### config.mk
export PLATFORM = sky130hd
export DESIGN_NAME = logic_unit_arbiter
export DESIGN_NICKNAME = d
export VERILOG_FILES = /design/src/rtl/logic_unit_arbiter.sv
export SDC_FILE = /design/constraint.sdc
export NUM_CORES = 1
export LEC_CHECK = 0
export ABC_CLOCK_PERIOD_IN_PS = 5000
export CORE_MARGIN = 5
export CORE_UTILIZATION = 45
export CTS_CLUSTER_DIAMETER = 50
export CTS_CLUSTER_SIZE = 8
export DETAILED_ROUTE_END_ITERATION = 8
export GPL_ROUTABILITY_DRIVEN = 1
export PLACE_DENSITY = 0.87
export REMOVE_ABC_BUFFERS = 1
export SLEW_MARGIN = 40
export SYNTH_ARGS = -nofsm -noshare
export SYNTH_HDL_FRONTEND = slang
export SYNTH_SLANG_ARGS = --single-unit
export TNS_END_PERCENT = 20
### constraint.sdc
create_clock -name clk -period 5 [get_ports clk]
set_input_delay 1.5 -clock clk [delete_from_list [all_inputs] [get_ports clk]]
set_output_delay 1.5 -clock clk [all_outputs]
set_load 0.05 [all_outputs]
### src/rtl/logic_unit_arbiter.sv
// Shared 2-input bitwise logic unit (AND/OR/XOR/NAND) with round-robin
// arbitration among N requesters. Each operation runs IDLE -> EXEC -> DONE.
//
// state | meaning
// ------+----------------------------------------------------------------
// IDLE  | unit free; arbitrate req from ptr, capture winner's operands
// EXEC  | winner owns the unit; registered result computed this cycle
// DONE  | done pulse to winner, result valid; ptr moves past the winner
module logic_unit_arbiter #(
    parameter int N     = 4,
    parameter int WIDTH = 8
) (
    input  logic                 clk,
    input  logic                 rst,
    input  logic [N-1:0]         req,
    input  logic [N*WIDTH-1:0]   op_a,
    input  logic [N*WIDTH-1:0]   op_b,
    input  logic [N*2-1:0]       opcode,
    output logic [N-1:0]         gnt,
    output logic [N-1:0]         done,
    output logic [WIDTH-1:0]     result,
    output logic                 busy
);

    localparam int            IW  = (N > 1) ? $clog2(N) : 1;
    localparam logic [IW:0]   N_W = (IW+1)'(N);

    typedef enum logic [1:0] {
        ST_IDLE = 2'd0,
        ST_EXEC = 2'd1,
        ST_DONE = 2'd2
    } state_t;

    state_t             state_q, state_d;
    logic [IW-1:0]      ptr_q, ptr_d;
    logic [IW-1:0]      idx_q, idx_d;
    logic [N-1:0]       gnt_q, gnt_d;
    logic [WIDTH-1:0]   a_q, a_d;
    logic [WIDTH-1:0]   b_q, b_d;
    logic [1:0]         opc_q, opc_d;
    logic [WIDTH-1:0]   result_q, result_d;

    logic [2*N-1:0]     req_dbl;
    logic [N-1:0]       req_rot;
    logic               win_found;
    logic [IW:0]        win_off;
    logic [IW:0]        win_sum;
    logic [IW-1:0]      win_idx;
    logic [N-1:0]       win_onehot;
    logic [WIDTH-1:0]   sel_a;
    logic [WIDTH-1:0]   sel_b;
    logic [1:0]         sel_op;
    logic [IW:0]        ptr_nxt;

    // Round-robin pick: rotate req so ptr sits at bit 0, take the first set
    // bit, then map the offset back to an absolute requester index.
    always_comb begin
        req_dbl   = {req, req} >> ptr_q;
        req_rot   = req_dbl[N-1:0];
        win_found = 1'b0;
        win_off   = '0;
        for (int k = 0; k < N; k++) begin
            if (!win_found && req_rot[k]) begin
                win_found = 1'b1;
                win_off   = (IW+1)'(k);
            end
        end
        win_sum = {1'b0, ptr_q} + win_off;
        if (win_sum >= N_W) begin
            win_sum = win_sum - N_W;
        end
        win_idx    = win_sum[IW-1:0];
        win_onehot = '0;
        sel_a      = '0;
        sel_b      = '0;
        sel_op     = '0;
        for (int k = 0; k < N; k++) begin
            if (win_idx == IW'(k)) begin
                win_onehot[k] = 1'b1;
                sel_a         = op_a[k*WIDTH +: WIDTH];
                sel_b         = op_b[k*WIDTH +: WIDTH];
                sel_op        = opcode[k*2 +: 2];
            end
        end
        ptr_nxt = {1'b0, idx_q} + (IW+1)'(1);
        if (ptr_nxt >= N_W) begin
            ptr_nxt = '0;
        end
    end

    // Sequencer next-state and datapath updates.
    always_comb begin
        state_d  = state_q;
        ptr_d    = ptr_q;
        idx_d    = idx_q;
        gnt_d    = gnt_q;
        a_d      = a_q;
        b_d      = b_q;
        opc_d    = opc_q;
        result_d = result_q;
        case (state_q)
            ST_IDLE: begin
                if (win_found) begin
                    state_d = ST_EXEC;
                    idx_d   = win_idx;
                    gnt_d   = win_onehot;
                    a_d     = sel_a;
                    b_d     = sel_b;
                    opc_d   = sel_op;
                end
            end
            ST_EXEC: begin
                case (opc_q)
                    2'b00:   result_d = a_q & b_q;
                    2'b01:   result_d = a_q | b_q;
                    2'b10:   result_d = a_q ^ b_q;
                    default: result_d = ~(a_q & b_q);
                endcase
                state_d = ST_DONE;
            end
            ST_DONE: begin
                ptr_d   = ptr_nxt[IW-1:0];
                gnt_d   = '0;
                state_d = ST_IDLE;
            end
            default: begin
                gnt_d   = '0;
                state_d = ST_IDLE;
            end
        endcase
    end

    // State and datapath registers; reset aborts any operation in flight.
    always_ff @(posedge clk) begin
        if (rst) begin
            state_q  <= ST_IDLE;
            ptr_q    <= '0;
            idx_q    <= '0;
            gnt_q    <= '0;
            a_q      <= '0;
            b_q      <= '0;
            opc_q    <= '0;
            result_q <= '0;
        end else begin
            state_q  <= state_d;
            ptr_q    <= ptr_d;
            idx_q    <= idx_d;
            gnt_q    <= gnt_d;
            a_q      <= a_d;
            b_q      <= b_d;
            opc_q    <= opc_d;
            result_q <= result_d;
        end
    end

    assign gnt    = gnt_q;
    assign done   = (state_q == ST_DONE) ? gnt_q : '0;
    assign busy   = (state_q != ST_IDLE);
    assign result = result_q;

endmodule

Word level (Yosys, flattened, before mapping)
Index checks and enable logic that the tools add are counted.
{"block": "word_totals", "register_bits": 36, "latch_bits": 0, "ram_bits": 0, "mem_bits_ro": 0, "in_bits": 78, "output_inout_bits": 17, "word_cells": 70, "n_memories": 0}
{"block": "op_classes", "addsub": 3, "n_mul": 0, "n_div": 0, "magnitude_cmp": 2, "eq_ne": 8, "shift": 1, "muxes": 31, "n_bitwise": 5, "reduce_logical": 12}
{"op": "$mux W8", "n": 8}
{"op": "$pmux W8 S3", "n": 1}
{"op": "$mux W2", "n": 7}
{"op": "$mux W1", "n": 9}
{"op": "$and A8 B8 Y8", "n": 1}
{"op": "$eq A2 B2 Y1 const B", "n": 4}
{"op": "$mux W4", "n": 2}
{"op": "$not A8 Y8", "n": 1}
{"op": "$or A8 B8 Y8", "n": 1}
{"op": "$pmux W4 S2", "n": 1}
{"op": "$shr A8 B2 Y4", "n": 1}
{"op": "$xor A8 B8 Y8", "n": 1}
{"op": "$eq A2 B1 Y1 const B", "n": 3}
{"op": "$ge A3 B3 Y1 const B", "n": 2}
{"op": "$logic_not A2 Y1", "n": 3}
{"op": "$mux W3", "n": 2}
{"op": "$pmux W2 S2", "n": 1}
{"op": "$reduce_and A2 Y1", "n": 2}
{"op": "$add A2 B1 Y3 const B", "n": 1}
{"op": "$add A2 B3 Y3", "n": 1}
{"op": "$logic_and A1 B1 Y1", "n": 3}
{"op": "$logic_not A1 Y1", "n": 3}
{"op": "$ne A2 B2 Y1 const B", "n": 1}
{"op": "$reduce_bool A2 Y1", "n": 1}
{"op": "other kinds (2)", "n": 2}

Logic depth before layout (Yosys ltp)
{"block": "logic_depth", "word_depth": 19, "depth_mapped": 12, "ltp_nobuf": 10}

Worst setup path after synthesis
Ideal clock, no wire load.
{"block": "synth_path", "path_type": "input-to-reg", "from": "in req[0]", "to": "reg b_q[0]", "setup_time_ns": 0.117, "arrival_time_ns": 3.961, "required_time_ns": 4.883, "path_slack_ns": 0.922, "stages": 8, "path_buffers": 3, "path_cell_list": "clkbuf_1 or4_1 o2111ai_1 ha_1 clkbuf_1 clkbuf_1 mux4_1 a22o_1"}
{"block": "synth_via", "elab_chain_cells": 19, "word_cells_on_any_way": 27, "cone_classes": "2 x add/sub; 1 x order compare; 3 x eq/ne; 1 x shift; 12 x mux; 8 x reduce/logical"}
{"element": "start: declaration", "line_no": "15", "text": "input logic [N-1:0] req,"}
{"element": "$shr A8 B2 Y4 (*)", "line_no": "58", "text": "req_dbl = {req, req} >> ptr_q;"}
{"element": "$mux W1", "line_no": "63", "text": "if (!win_found && req_rot[k]) begin"}
{"element": "$logic_not A1 Y1", "line_no": "63"}
{"element": "$logic_and A1 B1 Y1", "line_no": "63"}
{"element": "$mux W1", "line_no": "63"}
{"element": "$logic_not A1 Y1", "line_no": "63"}
{"element": "$logic_and A1 B1 Y1", "line_no": "63"}
{"element": "$mux W1", "line_no": "63"}
{"element": "[... 2 more ...]"}
{"element": "$mux W3 (*)", "line_no": "63"}
{"element": "$add A2 B3 Y3 (*)", "line_no": "68", "text": "win_sum = {1'b0, ptr_q} + win_off;"}
{"element": "$ge A3 B3 Y1 or $sub A2 B1 Y2 (tied branches)", "line_no": "69, 70"}
{"element": "$mux W2 (*)", "line_no": "69", "text": "if (win_sum >= N_W) begin"}
{"element": "named net win_sum[0]", "line_no": "47", "text": "logic [IW:0] win_sum;"}
{"element": "$logic_not A2 Y1", "line_no": "78", "text": "if (win_idx == IW'(k)) begin"}
{"element": "$mux W8 (3 in series)", "line_no": "78"}
{"element": "$mux W8 (*)", "line_no": "78"}
{"element": "end signal: assignment", "line_no": "141", "text": "b_q <= '0;"}
{"element": "end signal: assignment", "line_no": "150", "text": "b_q <= b_d;"}
{"element": "end: declaration", "line_no": "39", "text": "logic [WIDTH-1:0] b_q, b_d;"}
Mark *: on every way through the listed nets, which the timed path passes. The rest lies on a longest branch.
A chain may end at the register's enable or synchronous reset.

Final worst setup path
{"block": "layout_path", "from": "in req[0]", "to": "reg gnt_q[2], in the netlist gnt[2]"}
{"block": "layout_via", "elab_chain_cells": 18, "word_cells_on_any_way": 24, "cone_classes": "2 x add/sub; 1 x order compare; 2 x eq/ne; 1 x shift; 11 x mux; 7 x reduce/logical"}
{"element": "$shr A8 B2 Y4 (*)", "line_no": "58"}
{"element": "$mux W1", "line_no": "63"}
{"element": "$logic_not A1 Y1", "line_no": "63"}
{"element": "$logic_and A1 B1 Y1", "line_no": "63"}
{"element": "$mux W1", "line_no": "63"}
{"element": "$logic_not A1 Y1", "line_no": "63"}
{"element": "$logic_and A1 B1 Y1", "line_no": "63"}
{"element": "$mux W1", "line_no": "63"}
{"element": "[... 2 more ...]"}
{"element": "$mux W3", "line_no": "63"}
{"element": "$add A2 B3 Y3", "line_no": "68"}
{"element": "$ge A3 B3 Y1 or $sub A2 B1 Y2 (tied branches)", "line_no": "69, 70"}
{"element": "$mux W2", "line_no": "69"}
{"element": "$eq A2 B2 Y1", "line_no": "78"}
{"element": "$mux W1", "line_no": "78"}
{"element": "$mux W4", "line_no": "103", "text": "if (win_found) begin"}
{"element": "$pmux W4 S2", "line_no": "101", "text": "case (state_q)"}
{"element": "end signal: assignment", "line_no": "148", "text": "gnt_q <= gnt_d;"}
{"element": "end: declaration", "line_no": "37", "text": "logic [N-1:0] gnt_q, gnt_d;"}
Mark *: on every way between the ends. The rest lies on a longest branch, timed or not. The select of a mux whose other input is x is not followed.

==> results.sh <==
export IMPL_finalWirelength_mm=6.27
export IMPL_rows=27
export IMPL_hold_viol_final=0
export IMPL_cp_data_required_time_ps=5210
export IMPL_worst_slew_pin_slew_ps=715
export IMPL_finalSetupTns_ps=0
export IMPL_cts_buffers=5
export IMPL_drc_errors=0
export IMPL_initial_core_util_pct=46.1
export IMPL_postCtsHoldBufs=0
export IMPL_setup_viol_count_final=0
export IMPL_synth_cell_types=38
export IMPL_seq_area_frac_synth_pct=28.4
export IMPL_antenna_cells=0
export IMPL_die_w_um=85.1
export IMPL_drv_cap=0
export IMPL_whs_endpoint="result[0]"
export IMPL_grt_antenna_before_repair=0
export IMPL_htree_levels=2
export IMPL_synth_enable_flop_cells=0
export IMPL_peakVddDrop_mv=0.118
export IMPL_met3WireLength_um=434
export IMPL_gp_routability_congestion=0.807
export IMPL_path_delay_family="simple AND/OR/NAND/NOR gates"
export IMPL_critPathCaptureType="flop"
export IMPL_areaGrowthSynthToFinish_pct=41.9
export IMPL_syn_area_um2=2540
export IMPL_grt_max_degree=28
export IMPL_cts_tree="done"
export IMPL_fin_crit_ps=4160
export IMPL_die_area_um2=7250
export IMPL_dr_pass1_iters=4
export IMPL_rsz0062_at_grt="no"
export IMPL_synth_async_reset_ratio_pct=0
export IMPL_met1_length_mm=2.35
export IMPL_min_period_over_period_pct=83.3
export IMPL_grt_util_all_layers_pct=17.2
export IMPL_vias_per_cell=5.52
export IMPL_reg2reg_to="gnt[2]"
export IMPL_worst_path_max_delay_cell="clkdlybuf4s50_1"
export IMPL_startpoint_type="input pin"
export IMPL_r2r_slack_ps=2160
export IMPL_cts_repair_resized=0
export IMPL_critPathBufInv=2
export IMPL_die_h_um=85.1
export IMPL_ios=95
export IMPL_dp_cells=419
export IMPL_p_leak_nw=1.43
export IMPL_crit_arrival_ps=4370
export IMPL_port_buffers=94
export IMPL_layout_setup_ws_ps=837
export IMPL_synthCells=270
export IMPL_cpPeakStageDelay_ps=570
export IMPL_clkLatencyLatePin_ps=290
export IMPL_clock_path_buffers=2
export IMPL_dp_slack_ps=480
export IMPL_postSynthAreaPerCell_um2=9.41
export IMPL_slew_viol_final=0
export IMPL_max_freq_ghz=0.240
export IMPL_reg2reg_depth=11
export IMPL_crit_fanout=18
export IMPL_nets=450
export IMPL_synth_top_area_cell="dfxtp_1"
export IMPL_path_class="input pin to flop"
export IMPL_grt_pass1_vias=2318
export IMPL_path_cells="clkdlybuf4s50_1, or4_1, o2111ai_1, ha_2, xnor2_1, xnor2_4, buf_4, or4_1, a21oi_1"
export IMPL_wire_per_inst_um=14.7
export IMPL_whs_ps=457
export IMPL_hold_depth=2
export IMPL_min_path_type="flop to flop"
export IMPL_synth_seq_cells=36
export IMPL_grt_first_pass_wirelength_mm=10.1
export IMPL_slew_limit_headroom_pct=52.2
export IMPL_synthTopCellsByArea="dfxtp_1 (28%), mux4_1 (11%), ha_1 (8.9%), a22o_1 (5.2%), mux2i_1 (5.1%)"
export IMPL_finalClockSkew_ps=4.58
export IMPL_worstReg2RegStart="ptr_q[0]"
export IMPL_topRoutingLayerUsed="met4"
export IMPL_synth_top_cell_area_share_pct=28.4
export IMPL_core_um2=5510
export IMPL_place_hpwl_mm=4.93
export IMPL_hold_start="result[0]"
export IMPL_cts_sinks=36
export IMPL_drtIter0Drc=75
export IMPL_grt_overflow=0
export IMPL_status="completed"
export IMPL_ant_nets=0
export IMPL_power_density_nw_per_um2=272
export IMPL_cts_root_buf="clkbuf_8"
export IMPL_wl_met2_mm=3.26
export IMPL_finalNonFillerCells=427
export IMPL_synth_warnings=0
export IMPL_drive_gt1_share_pct=8.45
export IMPL_cts_clk_slew_worst_paths_ps=70
export IMPL_cts_setup_buffers=0
export IMPL_vias=2355
export IMPL_crit_top_cell="or4_1"
export IMPL_ys_dominant_reg_cell="dfxtp_1"
==> area by class of cell <==
type / instances / area, um2
inverters: 24 / 90.1
multi-input cells: 189 / 1640
flip-flops and latches: 36 / 722
clock inverters: 2 / 10.0
clock buffers: 6 / 82.6
fillers: 430 / 1900
repair buffers: 98 / 971
well taps: 72 / 90.1
==> cells by family after synthesis <==
family          synth area share, %
compound gates                 17.4
xor+xnor                      0.985
fa+ha+maj                      8.86
buf+inv                        7.58
flops                          28.4
mux                            22.7
simple gates                   14.1
==> through the flow <==
step / instance area (um2) / util (%) / power, mW
after floorplan: 2440 / - / 0.625
after global placement: 3500 / 63.6 / 0.756
after detailed placement: 3510 / 63.8 / 0.777
after CTS: 3600 / 65.5 / 0.988
after global routing: 3610 / 65.5 / 1.04
final: 3610 / 65.5 / 0.983
==> registers in the layout (all words and copies together), names as in the netlist <==
register / flops
ptr_q: 2
gnt: 4
a_q: 8
opc_q: 2
idx_q: 2
state_q: 2
b_q: 8
result: 8
==> power by group <==
part           switching (mW)  internal [mW]
sequential             0.0467          0.326
combinational           0.187          0.210
clock                   0.102          0.110
total                   0.336          0.647
==> routing by layer <==
layer,vias to the layer above,GRT usage [%]
met5,-,0
met4,0,8.35
met3,22,4.76
met2,79,32.3
met1,1101,17.1
li1,1153,-
==> worst max path at each step <==
stage	startpoint	end	slack (ps)	cells after the start
floorplan	req[0]	a_q[0]	1230	7
global placement	req[0]	a_q[0]	440	8
detailed placement	req[0]	a_q[2]	480	6
CTS	req[0]	a_q[2]	790	6
global route	req[2]	gnt[2]	690	12
finish	req[0]	gnt[2]	840	9
==> Yosys cell counts (3+ instances only) <==
| cell type | n |
|---|---|
| a211oi_1 | 15 |
| a21oi_1 | 6 |
| a22o_1 | 15 |
| and2_1 | 4 |
| buf_2 | 4 |
| clkbuf_1 | 13 |
| dfxtp_1 | 36 |
| ha_1 | 18 |
| inv_1 | 23 |
| mux2_2 | 8 |
| mux2i_1 | 13 |
| mux4_1 | 11 |
| mux4_2 | 3 |
| nand2_1 | 13 |
| nand2b_1 | 10 |
| nor2_1 | 34 |
| nor2b_1 | 3 |
| nor3_1 | 6 |
| o211ai_1 | 3 |
| o21ai_0 | 3 |
| o22ai_1 | 4 |
| o31ai_1 | 4 |
==> worst reg2reg max path: stages (launching register included) <==
cell,delay [ps]
dfxtp_1,540
nor2_1,100
nand2_1,70
o21ai_0,80
nand2_1,80
o2111ai_1,130
ha_2,210
xnor2_1,440
xnor2_4,300
buf_4,240
or4_1,420
a21oi_1,160
==> cells in the final DEF (no fill, tap or decap), drive strengths merged, types with 3 or more instances in the layout <==
| cell type | n |
|---|---|
| a211oi | 15 |
| a21oi | 6 |
| a22o | 15 |
| and2 | 4 |
| buf | 4 |
| clkbuf | 6 |
| clkdlybuf4s50 | 94 |
| clkinv | 3 |
| dfxtp | 36 |
| ha | 18 |
| inv | 23 |
| mux2 | 8 |
| mux2i | 13 |
| mux4 | 14 |
| nand2 | 13 |
| nand2b | 10 |
| nor2 | 34 |
| nor2b | 3 |
| nor3 | 6 |
| o211ai | 3 |
| o21ai | 5 |
| o22ai | 4 |
| o31ai | 4 |
Note: power is estimated with default switching activity, not from simulation.
